--- config.mk ---
export PLATFORM = sky130hd
export DESIGN_NAME = fall_edge_gen
export DESIGN_NICKNAME = d
export VERILOG_FILES = /design/src/rtl/fall_edge_gen.sv
export SDC_FILE = /design/constraint.sdc
export NUM_CORES = 1
export LEC_CHECK = 0
export BUFFER_PORTS_ARGS = -buffer_cell sky130_fd_sc_hd__buf_2
export CORE_AREA = 5 5 42 44
export CTS_CLUSTER_SIZE = 20
export DETAILED_ROUTE_END_ITERATION = 10
export DIE_AREA = 0 0 47 49
export GPL_TIMING_DRIVEN = 0
export PLACE_DENSITY = 0.64
export SYNTH_ARGS = -nofsm -noshare
export SYNTH_HDL_FRONTEND = slang
export SYNTH_SLANG_ARGS = --single-unit
--- constraint.sdc ---
create_clock -name clk -period 5.2 [get_ports clk]
set_clock_uncertainty 0.15 [all_clocks]
set_input_delay 0.26 -clock clk [delete_from_list [all_inputs] [get_ports clk]]
set_output_delay 0.26 -clock clk [all_outputs]
set_load 0.005 [all_outputs]
--- src/rtl/fall_edge_gen.sv ---
// Falling-edge pulse generator: turns single-cycle triggers into timed active-low
// pulses on an idle-high line, queueing triggers that arrive while a pulse is in flight.
module fall_edge_gen #(
  parameter int unsigned LOW_CYCLES  = 4,
  parameter int unsigned HIGH_CYCLES = 4,
  parameter int unsigned PEND_DEPTH  = 3
) (
  input  logic                                clk,
  input  logic                                rst_n,
  input  logic                                trig,
  output logic                                sig_out,
  output logic                                busy,
  output logic [$clog2(PEND_DEPTH+1)-1:0]     pend_cnt,
  output logic                                overflow
);

  localparam int unsigned PW      = $clog2(PEND_DEPTH + 1);
  localparam int unsigned CNT_MAX = (LOW_CYCLES > HIGH_CYCLES) ? LOW_CYCLES : HIGH_CYCLES;
  localparam int unsigned CW      = (CNT_MAX > 1) ? $clog2(CNT_MAX) : 1;

  typedef enum logic [1:0] {
    S_IDLE    = 2'd0,
    S_LOW     = 2'd1,
    S_RECOVER = 2'd2
  } state_t;

  state_t          r_state;
  logic [CW-1:0]   r_cnt;
  logic [PW-1:0]   r_pend;
  logic            r_sig;
  logic            r_busy;
  logic            r_ovf;

  logic            w_expire;
  logic            w_pend_nz;
  logic            w_pend_full;
  logic            w_start_pend;
  logic            w_start_fresh;
  logic            w_queue;

  // A trigger starts a pulse directly only from an empty idle state; otherwise it is queued.
  assign w_expire      = (r_state == S_RECOVER) && (r_cnt == '0);
  assign w_pend_nz     = (r_pend != '0);
  assign w_pend_full   = (r_pend == PW'(PEND_DEPTH));
  assign w_start_pend  = w_pend_nz && ((r_state == S_IDLE) || w_expire);
  assign w_start_fresh = trig && (r_state == S_IDLE) && !w_pend_nz;
  assign w_queue       = trig && !w_start_fresh;

  // Pulse FSM with registered line, busy and queue outputs.
  always_ff @(posedge clk or negedge rst_n) begin
    if (!rst_n) begin
      r_state <= S_IDLE;
      r_cnt   <= '0;
      r_pend  <= '0;
      r_sig   <= 1'b1;
      r_busy  <= 1'b0;
      r_ovf   <= 1'b0;
    end else begin
      case (r_state)
        S_IDLE: begin
          if (w_start_pend || w_start_fresh) begin
            r_state <= S_LOW;
            r_cnt   <= CW'(LOW_CYCLES - 1);
            r_sig   <= 1'b0;
            r_busy  <= 1'b1;
          end
        end
        S_LOW: begin
          if (r_cnt == '0) begin
            r_state <= S_RECOVER;
            r_cnt   <= CW'(HIGH_CYCLES - 1);
            r_sig   <= 1'b1;
          end else begin
            r_cnt <= r_cnt - CW'(1);
          end
        end
        S_RECOVER: begin
          if (r_cnt == '0) begin
            if (w_pend_nz) begin
              r_state <= S_LOW;
              r_cnt   <= CW'(LOW_CYCLES - 1);
              r_sig   <= 1'b0;
            end else begin
              r_state <= S_IDLE;
              r_busy  <= 1'b0;
            end
          end else begin
            r_cnt <= r_cnt - CW'(1);
          end
        end
        default: begin
          r_state <= S_IDLE;
          r_cnt   <= '0;
          r_sig   <= 1'b1;
          r_busy  <= 1'b0;
        end
      endcase

      // Simultaneous queue and consume leaves the count unchanged and never overflows.
      if (w_queue && !w_start_pend) begin
        if (w_pend_full) begin
          r_ovf <= 1'b1;
        end else begin
          r_pend <= r_pend + PW'(1);
        end
      end else if (!w_queue && w_start_pend) begin
        r_pend <= r_pend - PW'(1);
      end
    end
  end

  assign sig_out  = r_sig;
  assign busy     = r_busy;
  assign pend_cnt = r_pend;
  assign overflow = r_ovf;

endmodule
==> flow_summary.yaml, run 1 <==
run_status:
  result_of_the_run: "complete, no violations"
worst_setup_path:
  maximum_fanout_count_along_the_critical_path: 7
  crit_arrival_ns: 2.02
  worstPathRequired_ns: 5.20
  reg2reg_slack_ns: 3.18
  crit_path_start_kind: "flip-flop"
  ff2ff_path_depth: 5
  timing_worst_setup_path_type: "reg -> reg"
  critical_path.endpoint_type: "flip-flop"
sta:
  tightestPinTransition_ns: 0.383
  hold_violations: 0
  relSlewSlack: 0.738
  layout_worst_path_cycle_share: 0.388
  tns_ns: 0
  count_of_final_max_slew_check_failures: 0
  grt_setup_unrepaired: "no"
  clock.fmax_mhz: 496
  setup_violations: 0
  layout_setup_ws_ns: 3.18
  time_the_final_worst_path_needs_with_i_o_delays_and_setup_ns: 2.02
die:
  die_height_um: 49
  starting_utilization_of_the_core_area: 0.437
  die_ar_um2: 2300
  chipWidth_um: 47
  core_area_um2: 1400
  number_of_cell_rows: 14
  ioPinCount: 8
run:
  drv_cap: 0
power_and_ir_drop:
  powerDensity_nw_per_um2: 692
  maximum_ir_drop_on_the_vdd_rail_v: 0.000259
  power_leakage_uw: 0.000316
logic_synthesis:
  netlist_area_um2: 613
  synth.area.mux_share: 0.0429
  ys_warnings: 0
  synth_seq_cells: 9
  synth-edff-count: 0
  most_used_dff_post_synth: "sky130_fd_sc_hd__dfrtp_1"
  synth.yosys.seq_area_share: 0.369
  synthSimpleGateAreaFrac: 0.159
  post_synth_fa_ha_maj_area_fraction: 0.102
  synth_common_cells: "sky130_fd_sc_hd__a21oi_1 (12), sky130_fd_sc_hd__dfrtp_1 (8), sky130_fd_sc_hd__inv_1 (8)"
  netlist_top_cells_area: "sky130_fd_sc_hd__dfrtp_1 (33%), sky130_fd_sc_hd__ha_1 (10%), sky130_fd_sc_hd__a21oi_1 (9.8%)"
  synthXorXnorAreaFrac: 0
  mappedNetlistNets: 73
  netlist-cell-type-count: 28
  post-synth-top-area-cell: "sky130_fd_sc_hd__dfrtp_1"
  yosysTopAreaCellShare: 0.327
  synth.avg_cell_area_um2: 9.43
  synthesis.instances: 65
  synth_top_family_by_area: "compound AO/OA/AOI/OAI gates"
  synth_compound_area_frac: 0.253
  yosys.cell_count.top_type: "sky130_fd_sc_hd__a21oi_1"
  async_flop_share: 1.00
cts:
  cts.clk_slew.worst_paths_ns: 0.06
  cts_setup_buffers: 0
  clock-sinks: 9
  cts_inserted_buffers: 3
  cts_tree: "done"
  ctsHtreeMaxLevel: 1
  insertion_delay_ns: 0.26
  ctsRootBufferMaster: "sky130_fd_sc_hd__clkbuf_4"
  cts-root-to-sink-buffers: 2
final_layout:
  antenna_cells_inserted: 0
  final.fill_count: 144
  area_of_the_multi_input_gates_um2: 342
  layout.nets: 86
  finalInstanceArea_um2: 704
  final-seq-area_um2: 226
  drive_gt1_frac: 0.221
  number_of_standard_cells_in_the_layout_taps_in_and_fillers_out: 93
  areaGrowthSynthToFinish_pct: 14.9
place:
  hpwl_um: 873
  dpl_worst_slack_ns: 3.19
  io_buffer_count: 7
  place_area_um2: 668
  dp_cells: 88
  gp_congestion: 0.779
global_routing:
  globalRoute.totalOverflow: 0
  grt_first_pass_wirelength_mm: 2.03
  first_global_vias: 481
  grt_max_degree: 11
  gr-usage-all-layers: 0.120
  antenna_found_initial: 0
min_path:
  hold_path_depth: 3
  worstHoldPathType: "in -> reg"
routing:
  routed_wire_length_per_instance_um: 13.0
  drtPass1Iterations: 4
  postRouteAntennaNets: 0
  vias: 515
  finalWirelength_mm: 1.21
  drt_iter0_markers: 10
  routed_via_density: 5.54
  drcViolationCount: 0
==> per-layer routing <==
layer,wire length [µm],up-vias,part of all wire,track usage
met3,62,3,0.051,0.0369
met1,607,235,0.50,0.162
met4,21,0,0.017,0.0553
met2,513,14,0.43,0.170
li1,-,263,-,-
met5,0,-,0,0
==> power breakdown <==
part | internal [µW] | total, µW | switching [µW]
clock | 29.6 | 54.5 | 24.9
combinational | 144 | 296 | 152
sequential | 112 | 137 | 24.8
==> cells by family after synthesis <==
logic type | Yosys count
buffers and inverters | 12
and+or+nand+nor | 13
DFF | 9
AOI/OAI and AO/OA | 24
adders and majority gates | 5
muxes | 2
==> what timing repair did <==
item                                   in CTS  in global routing
hold buffers                                1                  0
endpoints found under the hold margin       9                  0
resized for setup                           0                  0
==> worst paths after layout <==
check | startpoint | endpoint
worst min-delay path | trig | r_state[1]
worst min register to register | sig_out | sig_out
max in group asynchronous | rst_n | sig_out
worst max register to register | r_state[0] | r_state[0]
worst max-delay path | r_state[0] | r_state[0]
min in group asynchronous | rst_n | r_state[0]
==> layout make-up <==
type                       instances  share of cell area
sequential                         9               0.321
multi-input combinational         44               0.485
buffer                             4              0.0213
tap                               16              0.0284
clock buffer                       4              0.0373
inverter                           8              0.0426
timing repair buffer               8              0.0639
==> sequential cells by signal (all words and copies together), names as in the netlist <==
register	cells
r_cnt	2
sig_out	1
overflow	1
pend_cnt	2
busy	1
r_state	2
==> metrics by stage <==
stage               total power, µW  utilization  hold slack [ns]
floorplan                       364            -           -0.186
CTS                             491        0.503            0.159
global route                    534        0.503            0.191
detailed placement              434        0.477          -0.0215
finish                          488        0.503            0.166
global placement                430        0.477          -0.0233
==> placed cells by master (no fill, tap or decap), drive strengths merged <==
cell	count
a21oi	12
o21ai	3
ha	5
mux2	2
buf	7
nor2b	1
a2111oi	1
nor3b	2
clkbuf	8
a211oi	1
dfstp	1
a21boi	1
a41o	1
a2111o	1
nand3b	1
dfrtp	8
nor2	1
nand2b	3
dlygate4sd3	1
o31ai	1
or4b	1
o32ai	1
nor3	1
a2bb2oi	1
or2b	1
nand2	1
or3b	1
o21ba	1
inv	8
==> worst max-delay path, cell delays in order (launching register included) <==
cell and delay, ns:
sky130_fd_sc_hd__dfrtp_1 0.42, sky130_fd_sc_hd__inv_1 0.10, sky130_fd_sc_hd__ha_1 0.29, sky130_fd_sc_hd__or4b_4 0.51
sky130_fd_sc_hd__nor2b_4 0.15, sky130_fd_sc_hd__mux2_4 0.28
No activity file was read; power rests on OpenSTA's default activity.
==> inputs of run 2 (changes only) <==
--- a/config.mk
+++ b/config.mk
@@ -5,13 +5,14 @@
 export SDC_FILE = /design/constraint.sdc
 export NUM_CORES = 1
 export LEC_CHECK = 0
+export ABC_AREA = 1
 export BUFFER_PORTS_ARGS = -buffer_cell sky130_fd_sc_hd__buf_2
 export CORE_AREA = 5 5 42 44
 export CTS_CLUSTER_SIZE = 20
 export DETAILED_ROUTE_END_ITERATION = 10
 export DIE_AREA = 0 0 47 49
 export GPL_TIMING_DRIVEN = 0
-export PLACE_DENSITY = 0.64
+export PLACE_DENSITY = 0.63
 export SYNTH_ARGS = -nofsm -noshare
 export SYNTH_HDL_FRONTEND = slang
 export SYNTH_SLANG_ARGS = --single-unit
==> constraint.sdc (replaced) <==
create_clock -name clk -period 1.9 [get_ports clk]
set_clock_uncertainty 0.15 [all_clocks]
set_input_delay 0.095 -clock clk [delete_from_list [all_inputs] [get_ports clk]]
set_output_delay 0.095 -clock clk [all_outputs]
set_load 0.005 [all_outputs]
==> flow_summary.yaml, run 2 <==
worst_setup_path:
  worstPathRequired_ns: 1.91
  crit_path_start_kind: "flip-flop"
  cp_slowest_cell: "sky130_fd_sc_hd__dfrtp_1"
  critical_path.endpoint_type: "flip-flop"
  ff2ff_path_depth: 9
  crit_buf_inv: 2
  cpMostUsedCell: "sky130_fd_sc_hd__nand2_1"
  worstPathCellList: "inv_1 -> ha_1 -> inv_2 -> nand2_2 -> nand2_2 -> nand4_1 -> nand2_1 -> nand2_1 -> nand2_1"
  reg2reg_slack_ns: 0.31
  critical_path.reg2reg.endpoint: "pend_cnt[1]"
  maximum_fanout_count_along_the_critical_path: 5
  crit_arrival_ns: 1.59
  r2r-start: "r_state[0]"
  cp_slowest_stage_delay_ns: 0.40
  worstSetupStartpoint: "r_state[0]"
  timing_worst_setup_path_type: "reg -> reg"
  cp_top_family: "simple AND/OR/NAND/NOR gates"
final_layout:
  drive_gt1_frac: 0.217
  areaGrowthSynthToFinish_pct: 17.0
  layout.nets: 101
  antenna_cells_inserted: 0
  final_common_cell: "sky130_fd_sc_hd__nand2_1"
  number_of_standard_cells_in_the_layout_taps_in_and_fillers_out: 108
  final.fill_count: 144
  highest_count_cells_in_the_layout_ignoring_fill_and_taps: "sky130_fd_sc_hd__nand2_1 (26), sky130_fd_sc_hd__inv_1 (10), sky130_fd_sc_hd__dfrtp_1 (8), sky130_fd_sc_hd__buf_2 (7)"
logic_synthesis:
  post-synth-top-area-cell: "sky130_fd_sc_hd__dfrtp_1"
  synth_seq_cells: 9
  yosys.cell_count.top_type: "sky130_fd_sc_hd__nand2_1"
  async_flop_share: 1.00
  mappedNetlistNets: 87
  synthesis.instances: 79
  netlist-cell-type-count: 18
  netlist_top_cells_area: "sky130_fd_sc_hd__dfrtp_1 (34%), sky130_fd_sc_hd__nand2_1 (16%), sky130_fd_sc_hd__ha_1 (10%)"
  netlist_area_um2: 597
  ys_warnings: 0
  yosysTopAreaCellShare: 0.335
  synth-edff-count: 0
  synth_common_cells: "sky130_fd_sc_hd__nand2_1 (26), sky130_fd_sc_hd__inv_1 (10), sky130_fd_sc_hd__dfrtp_1 (8)"
  synth.avg_cell_area_um2: 7.55
  most_used_dff_post_synth: "sky130_fd_sc_hd__dfrtp_1"
  synth.yosys.seq_area_share: 0.379
routing:
  drt_iter0_markers: 10
  finalWirelength_mm: 1.10
  postRouteAntennaNets: 0
  drtPass1Iterations: 4
  vias: 520
  routed_wire_length_per_instance_um: 10.2
  drcViolationCount: 0
  routed_via_density: 4.81
sta:
  grt_setup_unrepaired: "no"
  count_of_final_max_slew_check_failures: 0
  hold_violations: 0
  time_the_final_worst_path_needs_with_i_o_delays_and_setup_ns: 1.59
  setup_violations: 0
  tns_ns: 0
  tightestPinTransition_ns: 0.213
  relSlewSlack: 0.858
  clock.fmax_mhz: 630
  layout_worst_path_cycle_share: 0.835
cts:
  clock-sinks: 9
  ctsHtreeMaxLevel: 1
  postCtsResizedCells: 0
  cts_setup_buffers: 0
  cts_inserted_buffers: 3
  cts.clk_slew.worst_paths_ns: 0.07
  ctsRootBufferMaster: "sky130_fd_sc_hd__clkbuf_4"
  cts_tree: "done"
  insertion_delay_ns: 0.27
  cts-root-to-sink-buffers: 2
die:
  starting_utilization_of_the_core_area: 0.426
  ioPinCount: 8
  die_ar_um2: 2300
  core_area_um2: 1400
  number_of_cell_rows: 14
  die_height_um: 49
  chipWidth_um: 47
global_routing:
  grt_first_pass_wirelength_mm: 1.95
  antenna_found_initial: 0
  gr-usage-all-layers: 0.116
  first_global_vias: 482
  globalRoute.totalOverflow: 0
  grt_max_degree: 10
run:
  drv_cap: 0
run_status:
  result_of_the_run: "complete, no violations"
place:
  dp_cells: 102
  hpwl_um: 889
  io_buffer_count: 7
  gp_congestion: 0.762
power_and_ir_drop:
  combinationalPowerShare: 0.589
  cell_internal_pwr_uw: 677
  part_of_the_power_in_the_clock_network: 0.122
  maximum_ir_drop_on_the_vdd_rail_v: 0.000758
  powerDensity_nw_per_um2: 1800
  total_switching_power_uw: 583
  power_leakage_uw: 0.000382
  switching_share: 0.463
  share_seq_of_total_power: 0.289
min_path:
  worstHoldPathType: "in -> async"
[run 2: timing repair]
item	in CTS	in global routing
endpoints found under the setup margin	0	0
hold buffers	2	0
hold endpoints to repair	10	0
[run 2: per-stage QoR]
stage / hold slack, ns / util / worst slack (ns) / cell area [µm²] / total power [µW]
2_1_floorplan: -0.351 / - / 0.460 / 597 / 938
3_3_place_gp: -0.190 / 0.465 / 0.326 / 652 / 1100
3_5_place_dp: -0.186 / 0.465 / 0.328 / 652 / 1110
4_1_cts: 0.0604 / 0.498 / 0.312 / 698 / 1280
5_1_grt: 0.0855 / 0.498 / 0.163 / 698 / 1420
6_report: 0.0525 / 0.498 / 0.314 / 698 / 1260
[run 2: worst max path at each step]
stage	endpoint	slack, ns	cells after the start
2_1_floorplan	pend_cnt[1]	0.46	9
3_3_place_gp	pend_cnt[1]	0.33	9
3_5_place_dp	pend_cnt[1]	0.33	9
4_1_cts	pend_cnt[1]	0.31	9
5_1_grt	pend_cnt[0]	0.16	9
6_report	pend_cnt[1]	0.31	9
[run 2: cells by family after synthesis]
| kind of cell | Yosys count | share of synthesized area |
|---|---|---|
| flip-flops | 9 | 0.379 |
| buffers and inverters | 11 | 0.0692 |
| AND/OR/NAND/NOR | 43 | 0.331 |
| adder cells (fa/ha/maj) | 5 | 0.105 |
| AO/OA/AOI/OAI | 11 | 0.115 |
[run 2: area by class of cell]
| class | count | area [µm²] | share of cell area |
|---|---|---|---|
| clock buffer | 4 | 26.3 | 0.0376 |
| inverter | 11 | 41.3 | 0.0591 |
| multi-input combinational | 59 | 329 | 0.471 |
| sequential | 9 | 226 | 0.324 |
| tap | 16 | 20.0 | 0.0287 |
| timing repair buffer | 9 | 55.1 | 0.0789 |
[run 2: power by group through the flow]
stage | sequential [µW] | combinational, µW | clock (µW)
global placement | 367 | 735 | 0
detailed placement | 369 | 744 | 0
CTS | 365 | 754 | 158
finish | 364 | 742 | 154
global route | 379 | 871 | 171
floorplan | 365 | 573 | 0
[run 2: worst reg2reg max path, cell delays in order, from the launching register on]
cell,delay [ns]
sky130_fd_sc_hd__dfrtp_1,0.40
sky130_fd_sc_hd__inv_1,0.10
sky130_fd_sc_hd__ha_1,0.27
sky130_fd_sc_hd__inv_2,0.10
sky130_fd_sc_hd__nand2_2,0.09
sky130_fd_sc_hd__nand2_2,0.06
sky130_fd_sc_hd__nand4_1,0.11
sky130_fd_sc_hd__nand2_1,0.09
sky130_fd_sc_hd__nand2_1,0.07
sky130_fd_sc_hd__nand2_1,0.04
[run 2: routing by layer]
metal  GRT usage  vias up  routed length, µm
met5           0        -                  0
met4      0.0415        0                 17
met2       0.165       11                511
met1       0.155      230                508
li1            -      277                  -
met3      0.0443        2                 63
==> inputs of run 3 (changes only) <==
==> constraint.sdc (replaced) <==
create_clock -name clk -period 1.5 [get_ports clk]
set_clock_uncertainty 0.15 [all_clocks]
set_input_delay 0.075 -clock clk [delete_from_list [all_inputs] [get_ports clk]]
set_output_delay 0.075 -clock clk [all_outputs]
set_load 0.005 [all_outputs]
==> flow_summary.yaml, run 3 (synthesis results as in run 2) <==
final_layout:
  finalInstanceArea_um2: 769
  final.fill_count: 132
  drive_gt1_frac: 0.330
  area_of_the_multi_input_gates_um2: 379
  number_of_standard_cells_in_the_layout_taps_in_and_fillers_out: 110
  areaGrowthSynthToFinish_pct: 28.9
  final_common_cell: "sky130_fd_sc_hd__nand2_1"
  final-seq-area_um2: 226
  highest_count_cells_in_the_layout_ignoring_fill_and_taps: "sky130_fd_sc_hd__nand2_1 (24), sky130_fd_sc_hd__inv_1 (8), sky130_fd_sc_hd__dfrtp_1 (8), sky130_fd_sc_hd__buf_2 (7), sky130_fd_sc_hd__nand2_2 (6)"
  antenna_cells_inserted: 0
  layout.nets: 103
  postLayoutCoreUtil: 0.549
cts:
  cts.clk_slew.worst_paths_ns: 0.07
  ctsRootBufferMaster: "sky130_fd_sc_hd__clkbuf_4"
  cts-root-to-sink-buffers: 2
  cts_inserted_buffers: 3
  cts_tree: "done"
  insertion_delay_ns: 0.27
  ctsHtreeMaxLevel: 1
  clock-sinks: 9
place:
  hpwl_um: 889
  io_buffer_count: 7
  dp_cells: 102
  gp_congestion: 0.762
  place_area_um2: 652
  dpl_worst_slack_ns: -0.0725
worst_setup_path:
  maximum_fanout_count_along_the_critical_path: 5
  cpMostUsedCell: "sky130_fd_sc_hd__nand2_1"
  cp_slowest_stage_delay_ns: 0.39
  cp_slowest_cell: "sky130_fd_sc_hd__dfrtp_1"
  crit_path_start_kind: "flip-flop"
  critical_path.endpoint_type: "flip-flop"
  crit_buf_inv: 2
  timing_worst_setup_path_type: "reg -> reg"
  worstPathCellList: "inv_2 -> ha_4 -> inv_4 -> nand2_2 -> nand2_2 -> nand4_1 -> nand2_1 -> nand2_1 -> nand2_1"
  cp_top_family: "simple AND/OR/NAND/NOR gates"
  crit_arrival_ns: 1.46
  worstPathRequired_ns: 1.51
routing:
  drt_iter0_markers: 12
  drcViolationCount: 0
  drtPass1Iterations: 4
  routed_via_density: 4.90
  postRouteAntennaNets: 0
  vias: 539
  finalWirelength_mm: 1.20
  routed_wire_length_per_instance_um: 10.9
sta:
  count_of_final_max_slew_check_failures: 0
  setup_violations: 0
  time_the_final_worst_path_needs_with_i_o_delays_and_setup_ns: 1.45
  layout_setup_ws_ns: 0.0495
  hold_violations: 0
  relSlewSlack: 0.854
  grt_setup_unrepaired: "yes"
  layout_worst_path_cycle_share: 0.967
  clock.fmax_mhz: 689
  tightestPinTransition_ns: 0.219
die:
  die_ar_um2: 2300
  starting_utilization_of_the_core_area: 0.426
  number_of_cell_rows: 14
  die_height_um: 49
  ioPinCount: 8
  chipWidth_um: 47
  core_area_um2: 1400
power_and_ir_drop:
  total_power_uw: 1780
  power_leakage_uw: 0.000396
  maximum_ir_drop_on_the_vdd_rail_v: 0.000935
  powerDensity_nw_per_um2: 2320
global_routing:
  antenna_found_initial: 0
  grt_first_pass_wirelength_mm: 2.04
  globalRoute.totalOverflow: 0
  grt_max_degree: 10
  first_global_vias: 501
  gr-usage-all-layers: 0.120
run:
  drv_cap: 0
min_path:
  worstHoldPathType: "in -> async"
run_status:
  result_of_the_run: "complete, no violations"
-- run 3: power by group --
group	internal, µW	switching [µW]	total (µW)
combinational	478	649	1130
sequential	379	78.6	458
clock	103	97.1	200
-- run 3: area by class of cell --
class / count / area share
repair buffers: 11 / 0.0959
well taps: 16 / 0.0260
flip-flops and latches: 9 / 0.294
clock buffers: 4 / 0.0341
inverters: 11 / 0.0569
multi-input cells: 59 / 0.493
-- run 3: what timing repair did --
action | 4_1_cts | 5_1_grt
endpoints found under the setup margin | 4 | 6
hold buffers | 2 | 0
setup buffers | 1 | 1
pin swaps | 0 | 2
hold endpoints to repair | 10 | 0
gates resized for setup | 5 | 10
-- run 3: path summary, 6_finish.rpt --
path	startpoint	endpoint	slack [ns]	depth (start not counted)
min in group clk	sig_out	sig_out	0.32	2
min reg2reg	sig_out	sig_out	0.32	2
min	rst_n	r_state[0]	0.03	2
max in group asynchronous	rst_n	sig_out	0.92	2
max reg2reg	r_state[0]	pend_cnt[1]	0.05	9
max	r_state[0]	pend_cnt[1]	0.05	9
-- run 3: per-stage QoR --
stage / setup TNS [ns] / hold WS (ns)
floorplan: 0 / -0.371
global placement: -0.153 / -0.210
detailed placement: -0.147 / -0.206
CTS: 0 / 0.0404
global route: -0.151 / 0.0673
finish: 0 / 0.0318
-- run 3: layer usage --
layer,vias up,GRT usage,wire length (µm)
met1,241,0.155,558
met2,13,0.179,562
met5,-,0,0
li1,283,-,-
met3,2,0.0443,63
met4,0,0.0415,19
-- run 3: worst register-to-register path: stages (launching register included) --
cell                      delay, ns
sky130_fd_sc_hd__dfrtp_1       0.39
sky130_fd_sc_hd__inv_2         0.11
sky130_fd_sc_hd__ha_4          0.19
sky130_fd_sc_hd__inv_4         0.05
sky130_fd_sc_hd__nand2_2       0.07
sky130_fd_sc_hd__nand2_2       0.06
sky130_fd_sc_hd__nand4_1       0.12
sky130_fd_sc_hd__nand2_1       0.09
sky130_fd_sc_hd__nand2_1       0.07
sky130_fd_sc_hd__nand2_1       0.04
